<file path="config.mk">
export PLATFORM = sky130hd
export DESIGN_NAME = branch_predict_unit
export DESIGN_NICKNAME = d
export VERILOG_FILES = /design/src/rtl/branch_predict_unit_pkg.sv /design/src/rtl/branch_cond_eval.sv /design/src/rtl/branch_predict_unit.sv
export SDC_FILE = /design/constraint.sdc
export NUM_CORES = 1
export LEC_CHECK = 0
export BUFFER_PORTS_ARGS = -buffer_cell sky130_fd_sc_hd__buf_2
export CAP_MARGIN = 30
export CORE_ASPECT_RATIO = 1.2
export CORE_MARGIN = 8
export CORE_UTILIZATION = 55
export DETAILED_ROUTE_END_ITERATION = 8
export PLACE_DENSITY = 0.88
export SLEW_MARGIN = 20
export SYNTH_ARGS = -nofsm -noshare
export SYNTH_HDL_FRONTEND = slang
export SYNTH_HIERARCHICAL = 1
export SYNTH_SLANG_ARGS = --single-unit
</file>
<file path="constraint.sdc">
create_clock -name clk -period 4 [get_ports clk]
set_clock_uncertainty 0.15 [all_clocks]
set_input_delay 0 -clock clk [delete_from_list [all_inputs] [get_ports clk]]
set_output_delay 0 -clock clk [all_outputs]
set_load 0.02 [all_outputs]
</file>
<file path="src/rtl/branch_predict_unit_pkg.sv">
// Shared encodings for the branch resolve / predict slice.
// Op codes, BHT counter states and the saturating update rule.
package branch_predict_unit_pkg;

  localparam logic [2:0] BR_BEQ  = 3'd0;
  localparam logic [2:0] BR_BNE  = 3'd1;
  localparam logic [2:0] BR_BGEZ = 3'd2;
  localparam logic [2:0] BR_BGTZ = 3'd3;
  localparam logic [2:0] BR_BLEZ = 3'd4;
  localparam logic [2:0] BR_BLTZ = 3'd5;

  localparam logic [1:0] SNT = 2'b00;
  localparam logic [1:0] WNT = 2'b01;
  localparam logic [1:0] WT  = 2'b10;
  localparam logic [1:0] ST  = 2'b11;
  localparam logic [1:0] BHT_RESET = WNT;

  function automatic logic [1:0] bht_next(
    input logic [1:0] s,
    input logic       taken
  );
    logic [1:0] n;
    n = s;
    if (taken && s != ST)
      n = s + 2'd1;
    else if (!taken && s != SNT)
      n = s - 2'd1;
    return n;
  endfunction

  function automatic logic op_reserved(input logic [2:0] op);
    return op[2] & op[1];
  endfunction

endpackage

</file>
<file path="src/rtl/branch_cond_eval.sv">
// Combinational branch condition: (op, rs, rt) -> taken.
// Signed compares on rs; reserved ops never take.
module branch_cond_eval
  import branch_predict_unit_pkg::*;
#(
  parameter int DATA_W = 32
) (
  input  logic [2:0]        op_i,
  input  logic [DATA_W-1:0] rs_i,
  input  logic [DATA_W-1:0] rt_i,
  output logic              taken_o
);

  logic rs_neg;
  logic rs_zero;
  logic eq;

  assign rs_neg  = rs_i[DATA_W-1];
  assign rs_zero = (rs_i == '0);
  assign eq      = (rs_i == rt_i);

  always_comb begin
    taken_o = 1'b0;
    case (op_i)
      BR_BEQ:  taken_o = eq;
      BR_BNE:  taken_o = !eq;
      BR_BGEZ: taken_o = !rs_neg;
      BR_BGTZ: taken_o = !rs_neg && !rs_zero;
      BR_BLEZ: taken_o = rs_neg || rs_zero;
      BR_BLTZ: taken_o = rs_neg;
      default: taken_o = 1'b0;
    endcase
  end

endmodule

</file>
<file path="src/rtl/branch_predict_unit.sv">
// Branch resolve in EX, 2-bit BHT prediction at IF,
// registered mispredict redirect and mispredict statistics.
module branch_predict_unit
  import branch_predict_unit_pkg::*;
#(
  parameter int DATA_W    = 32,
  parameter int PC_W      = 32,
  parameter int BHT_DEPTH = 64,
  parameter int CNT_W     = 16
) (
  input  logic              clk,
  input  logic              rst_n,
  input  logic [PC_W-1:0]   if_pc,
  output logic              if_pred_taken,
  input  logic              ex_valid,
  input  logic              ex_stall,
  input  logic [2:0]        ex_op,
  input  logic [DATA_W-1:0] ex_rs,
  input  logic [DATA_W-1:0] ex_rt,
  input  logic [PC_W-1:0]   ex_pc,
  input  logic [PC_W-1:0]   ex_target,
  input  logic              ex_pred_taken,
  output logic              res_valid,
  output logic              res_taken,
  output logic              mispredict,
  output logic [PC_W-1:0]   redirect_pc,
  output logic [CNT_W-1:0]  mispred_cnt
);

  localparam int IDX_W = $clog2(BHT_DEPTH);

  logic [1:0]       bht_q [BHT_DEPTH];
  logic [IDX_W-1:0] if_idx;
  logic [IDX_W-1:0] ex_idx;
  logic             accept;
  logic             taken;
  logic             bht_we;
  logic [1:0]       bht_d;
  logic             mispred_d;
  logic [PC_W-1:0]  redirect_d;

  logic             res_valid_q;
  logic             res_taken_q;
  logic             mispred_q;
  logic [PC_W-1:0]  redirect_q;
  logic [CNT_W-1:0] cnt_q;

  logic unused_bits;
  assign unused_bits = ^{if_pc[1:0], if_pc[PC_W-1:IDX_W+2]};

  assign if_idx = if_pc[IDX_W+1:2];
  assign ex_idx = ex_pc[IDX_W+1:2];

  branch_cond_eval #(
    .DATA_W (DATA_W)
  ) u_cond (
    .op_i    (ex_op),
    .rs_i    (ex_rs),
    .rt_i    (ex_rt),
    .taken_o (taken)
  );

  // Lookup reads the pre-update entry; no bypass from EX.
  assign if_pred_taken = bht_q[if_idx][1];

  assign accept     = ex_valid & ~ex_stall;
  assign bht_we     = accept & ~op_reserved(ex_op);
  assign bht_d      = bht_next(bht_q[ex_idx], taken);
  assign mispred_d  = accept & (taken != ex_pred_taken);
  assign redirect_d = taken ? ex_target : ex_pc + PC_W'(4);

  always_ff @(posedge clk or negedge rst_n) begin
    if (!rst_n) begin
      for (int i = 0; i < BHT_DEPTH; i++)
        bht_q[i] <= BHT_RESET;
    end else if (bht_we) begin
      bht_q[ex_idx] <= bht_d;
    end
  end

  always_ff @(posedge clk or negedge rst_n) begin
    if (!rst_n) begin
      res_valid_q <= 1'b0;
      res_taken_q <= 1'b0;
      mispred_q   <= 1'b0;
      redirect_q  <= '0;
    end else begin
      res_valid_q <= accept;
      if (accept) begin
        res_taken_q <= taken;
        mispred_q   <= mispred_d;
        redirect_q  <= redirect_d;
      end
    end
  end

  // Counted at resolve so it moves in step with the mispredict flag.
  always_ff @(posedge clk or negedge rst_n) begin
    if (!rst_n)
      cnt_q <= '0;
    else if (mispred_d && cnt_q != '1)
      cnt_q <= cnt_q + CNT_W'(1);
  end

  assign res_valid   = res_valid_q;
  assign res_taken   = res_taken_q;
  assign mispredict  = res_valid_q & mispred_q;
  assign redirect_pc = redirect_q;
  assign mispred_cnt = cnt_q;

endmodule

</file>
==> flow_summary.toml <==
[status]
outcome = "finished, final reports clean"

[detailed_routing]
wl_per_cell_um = 24.34
viasPerCell = 6.607
wl_met2_mm = 17.40
num_vias = 10740
dr.pass1.iters = 8
routed_wl_mm = 39.56
top_layer = "met4"
wl_met3_mm = 5.523
met1_length_mm = 13.65
drc_errors = 0
ant_nets = 0
drt_iter0_drc = 1280

[placement]
place_area_um2 = 12080
numPortBuffers = 193
dp_hpwl_mm = 25.13
gp_congestion = 0.9866
dpl.cell_count = 1523

[global_route]
grt_max_degree = 96
overflow = 0
grt_pass1_vias = 11270
grt_pass1_wl_mm = 61.87
grtUsageTotal = 0.3299
antenna_found_initial = 2

[floorplan]
die_h_um = 169.2
core_um2 = 19340
die_w_um = 143.7
num_rows = 56
pin_count = 220
dieArea_um2 = 24310
start_util = 0.5564

[synth]
avgSynthCellArea_um2 = 9.677
yosys.cell_types.count = 65
ys_async_sr_fraction = 1.000
ys_seq_area_frac = 0.4237
synthCells = 1112
synth_area_um2 = 10760
syn_nets = 1284
yosys_most_used_dff = "dfrtp_1"
yosys_warnings = 6
ys_seq_elements = 179
synth_edf_count = 0

[clock_network]
cts_tree = "yes"
h-tree-depth = 4
worstSkewPairLatency_ps = 440
clkSinkCount = 179
clock_tree.buffer_depth = 2
clockRootBuffer = "clkbuf_16"
cts_repair_resize_count = 0
clkTransAtPathRegs_ps = 70
cts_buffers = 17

[hold_path]
whs_path_depth = 5
hp-class = "in -> reg"

[timing]
min_period_ps = 3557
maxSlewViolCount = 0
hold_viol_final = 0
fin_crit_sh = 0.8892
fmax_mhz = 281.1
final.setup.tns_ps = 0
hold-worst-slack_ps = 29.70
slew_headroom = 0.4131
worst_pin_slew_ps = 877.2
rsz0062_at_grt = "false"
setup_viol = 0

[layout]
post-route-util = 0.6922
nFillCells = 1327
multi_input_area_um2 = 5844
fin_area_um2 = 13390
num-nets-final = 1522
layout-drive-gt1-share = 0.2979
register_area_um2 = 4559
syn_to_final_growth_pct = 24.41
finalNonFillerCells = 1625

[worst_setup_path]
crit_required_ps = 4170
crit_path_top_delay_cell = "dlygate4sd3_1"
slowest_delay_ps = 580
startpoint_type = "primary input"
crit_chain = "buf_2 > xor2_1 > nor4_1 > nand4_1 > nor2_1 > xnor2_1 > o31ai_4 > buf_4 > buf_4 > mux2i_1 > dlygate4sd3_1 > o21ai_0 > dlygate4sd3_1"
rr_worst_depth = 12
path_class = "in -> reg"
cp.arrival_ps = 3730
end_kind = "flop"
critPathMaxFanout = 50

[pwr]
vdd_drop_max_uv = 362.0
powerDensity_nw_per_um2 = 403.8
power.leakage_nw = 6.012

[job]
cap_violations = 0
final cells by class:
cell class / count / share of cell area
multi-input cells: 844 / 0.4366
flip-flops and latches: 179 / 0.3406
repair buffers: 299 / 0.1504
clock buffers: 17 / 0.03178
well taps: 261 / 0.02439
clock inverters: 15 / 0.01355
inverters: 9 / 0.002524
diodes: 1 / 0.0001869
cell usage in the layout (no fill, tap or decap), types with 7 or more instances in the layout:
cell	netlist	final
dfstp_2	64	64
nand3_1	46	46
a31oi_1	39	39
xor2_1	47	47
buf_2	13	192
and2_1	7	7
a21oi_1	81	79
and3_1	20	20
clkbuf_16	0	17
nor4_1	16	16
a221oi_1	20	20
o211ai_1	8	8
buf_4	8	35
nor3_1	29	27
dlygate4sd3_1	0	65
o21ai_2	17	17
mux4_2	28	28
mux2i_1	91	90
nor2_1	115	115
xnor2_1	28	28
nand2_1	119	119
nand4_1	13	13
o21ai_0	37	37
dfrtp_1	115	115
a22oi_1	10	9
nand2b_1	8	7
through the flow:
stage,power (mW),setup slack (ps)
after floorplan,3.005,418.6
after global placement,3.491,447.7
after detailed placement,3.533,363.4
after CTS,5.347,544.3
after global routing,5.595,225.1
final,5.406,443.1
registers in the layout, summed over array words and instances, names as in the netlist:
register,flops
bht_q,128
redirect_pc,32
mispred_cnt,16
mispred_q,1
res_taken,1
res_valid,1
per-layer routing:
layer	global-route usage	up-vias
li1	-	4516
met1	0.3828	4996
met2	0.4991	959
met3	0.1219	266
met4	0.2300	0
met5	0	-
path summary, 6_finish.rpt:
check / start / endpoint / slack [ps]
worst min register to register: bht_q[68]$_DFFE_PN1P_ / bht_q[68]$_DFFE_PN1P_ / 320
worst min-delay path: ex_op[2] / mispred_q$_DFFE_PN0P_ / 30
worst max-delay path: ex_rs[31] / redirect_pc[23]$_DFFE_PN0P_ / 440
worst max register to register: bht_q[6]$_DFFE_PN1P_ / bht_q[18]$_DFFE_PN1P_ / 580
max in group asynchronous: rst_n / bht_q[82]$_DFFE_PN1P_ / 2150
min in group asynchronous: rst_n / bht_q[123]$_DFFE_PN0P_ / 390
power by group:
part	total [mW]	switching, mW	internal, mW
logic	1.38	0.829	0.556
registers	2.29	0.200	2.09
clock network	1.74	0.747	0.988
total	5.41	1.78	3.63
cells in the mapped netlist, types with 3 or more instances:
cell type | n | area (um^2)
o22ai_1 | 6 | 37.54
nand2_1 | 119 | 446.7
mux2i_1 | 91 | 910.9
nor3_1 | 29 | 145.1
nor2b_1 | 5 | 31.28
nand3_1 | 46 | 230.2
o21ai_0 | 37 | 185.2
a22oi_1 | 10 | 75.07
dfstp_2 | 64 | 1682
nor4_1 | 16 | 100.1
nand2b_1 | 8 | 50.05
buf_2 | 13 | 65.06
nor2_1 | 115 | 431.7
xnor2_1 | 28 | 245.2
dfrtp_1 | 115 | 2878
a221o_1 | 3 | 30.03
a21oi_1 | 81 | 405.4
o21ai_2 | 17 | 148.9
and2_1 | 7 | 43.79
xor2_1 | 47 | 411.6
inv_1 | 6 | 22.52
mux2_2 | 6 | 67.56
buf_1 | 3 | 11.26
mux4_2 | 28 | 630.6
a221oi_1 | 20 | 175.2
a31oi_1 | 39 | 244.0
clkbuf_1 | 52 | 195.2
ha_1 | 4 | 50.05
buf_4 | 8 | 60.06
nand4_1 | 13 | 81.33
o211ai_1 | 8 | 60.06
and4_1 | 5 | 43.79
and3_1 | 20 | 125.1
buf_6 | 4 | 45.04
critical path: cells and delay by family:
family / cells / cell delay (ps)
buffers and inverters: 5 / 2020
and+or+nand+nor: 3 / 810
AOI/OAI and AO/OA: 2 / 320
xor gates and xnor gates: 2 / 310
muxes: 1 / 260
kinds of logic (layout without fill, tap and decap cells):
group / after synthesis / in the layout / share of synthesized area
xor+xnor: 77 / 77 / 0.06512
compound gates: 236 / 236 / 0.1393
other cells: 0 / 1 / 0
buf+inv: 89 / 340 / 0.03814
fa+ha+maj: 4 / 4 / 0.004651
mux: 130 / 130 / 0.1556
simple gates: 397 / 397 / 0.1735
flops: 179 / 179 / 0.4237
repair_timing:
action	CTS	global route
endpoints found under the hold margin	118	22
buffers inserted	0	0
hold buffers	64	1
endpoints found under the setup margin	0	0
No activity file was read; power rests on OpenSTA's default activity.
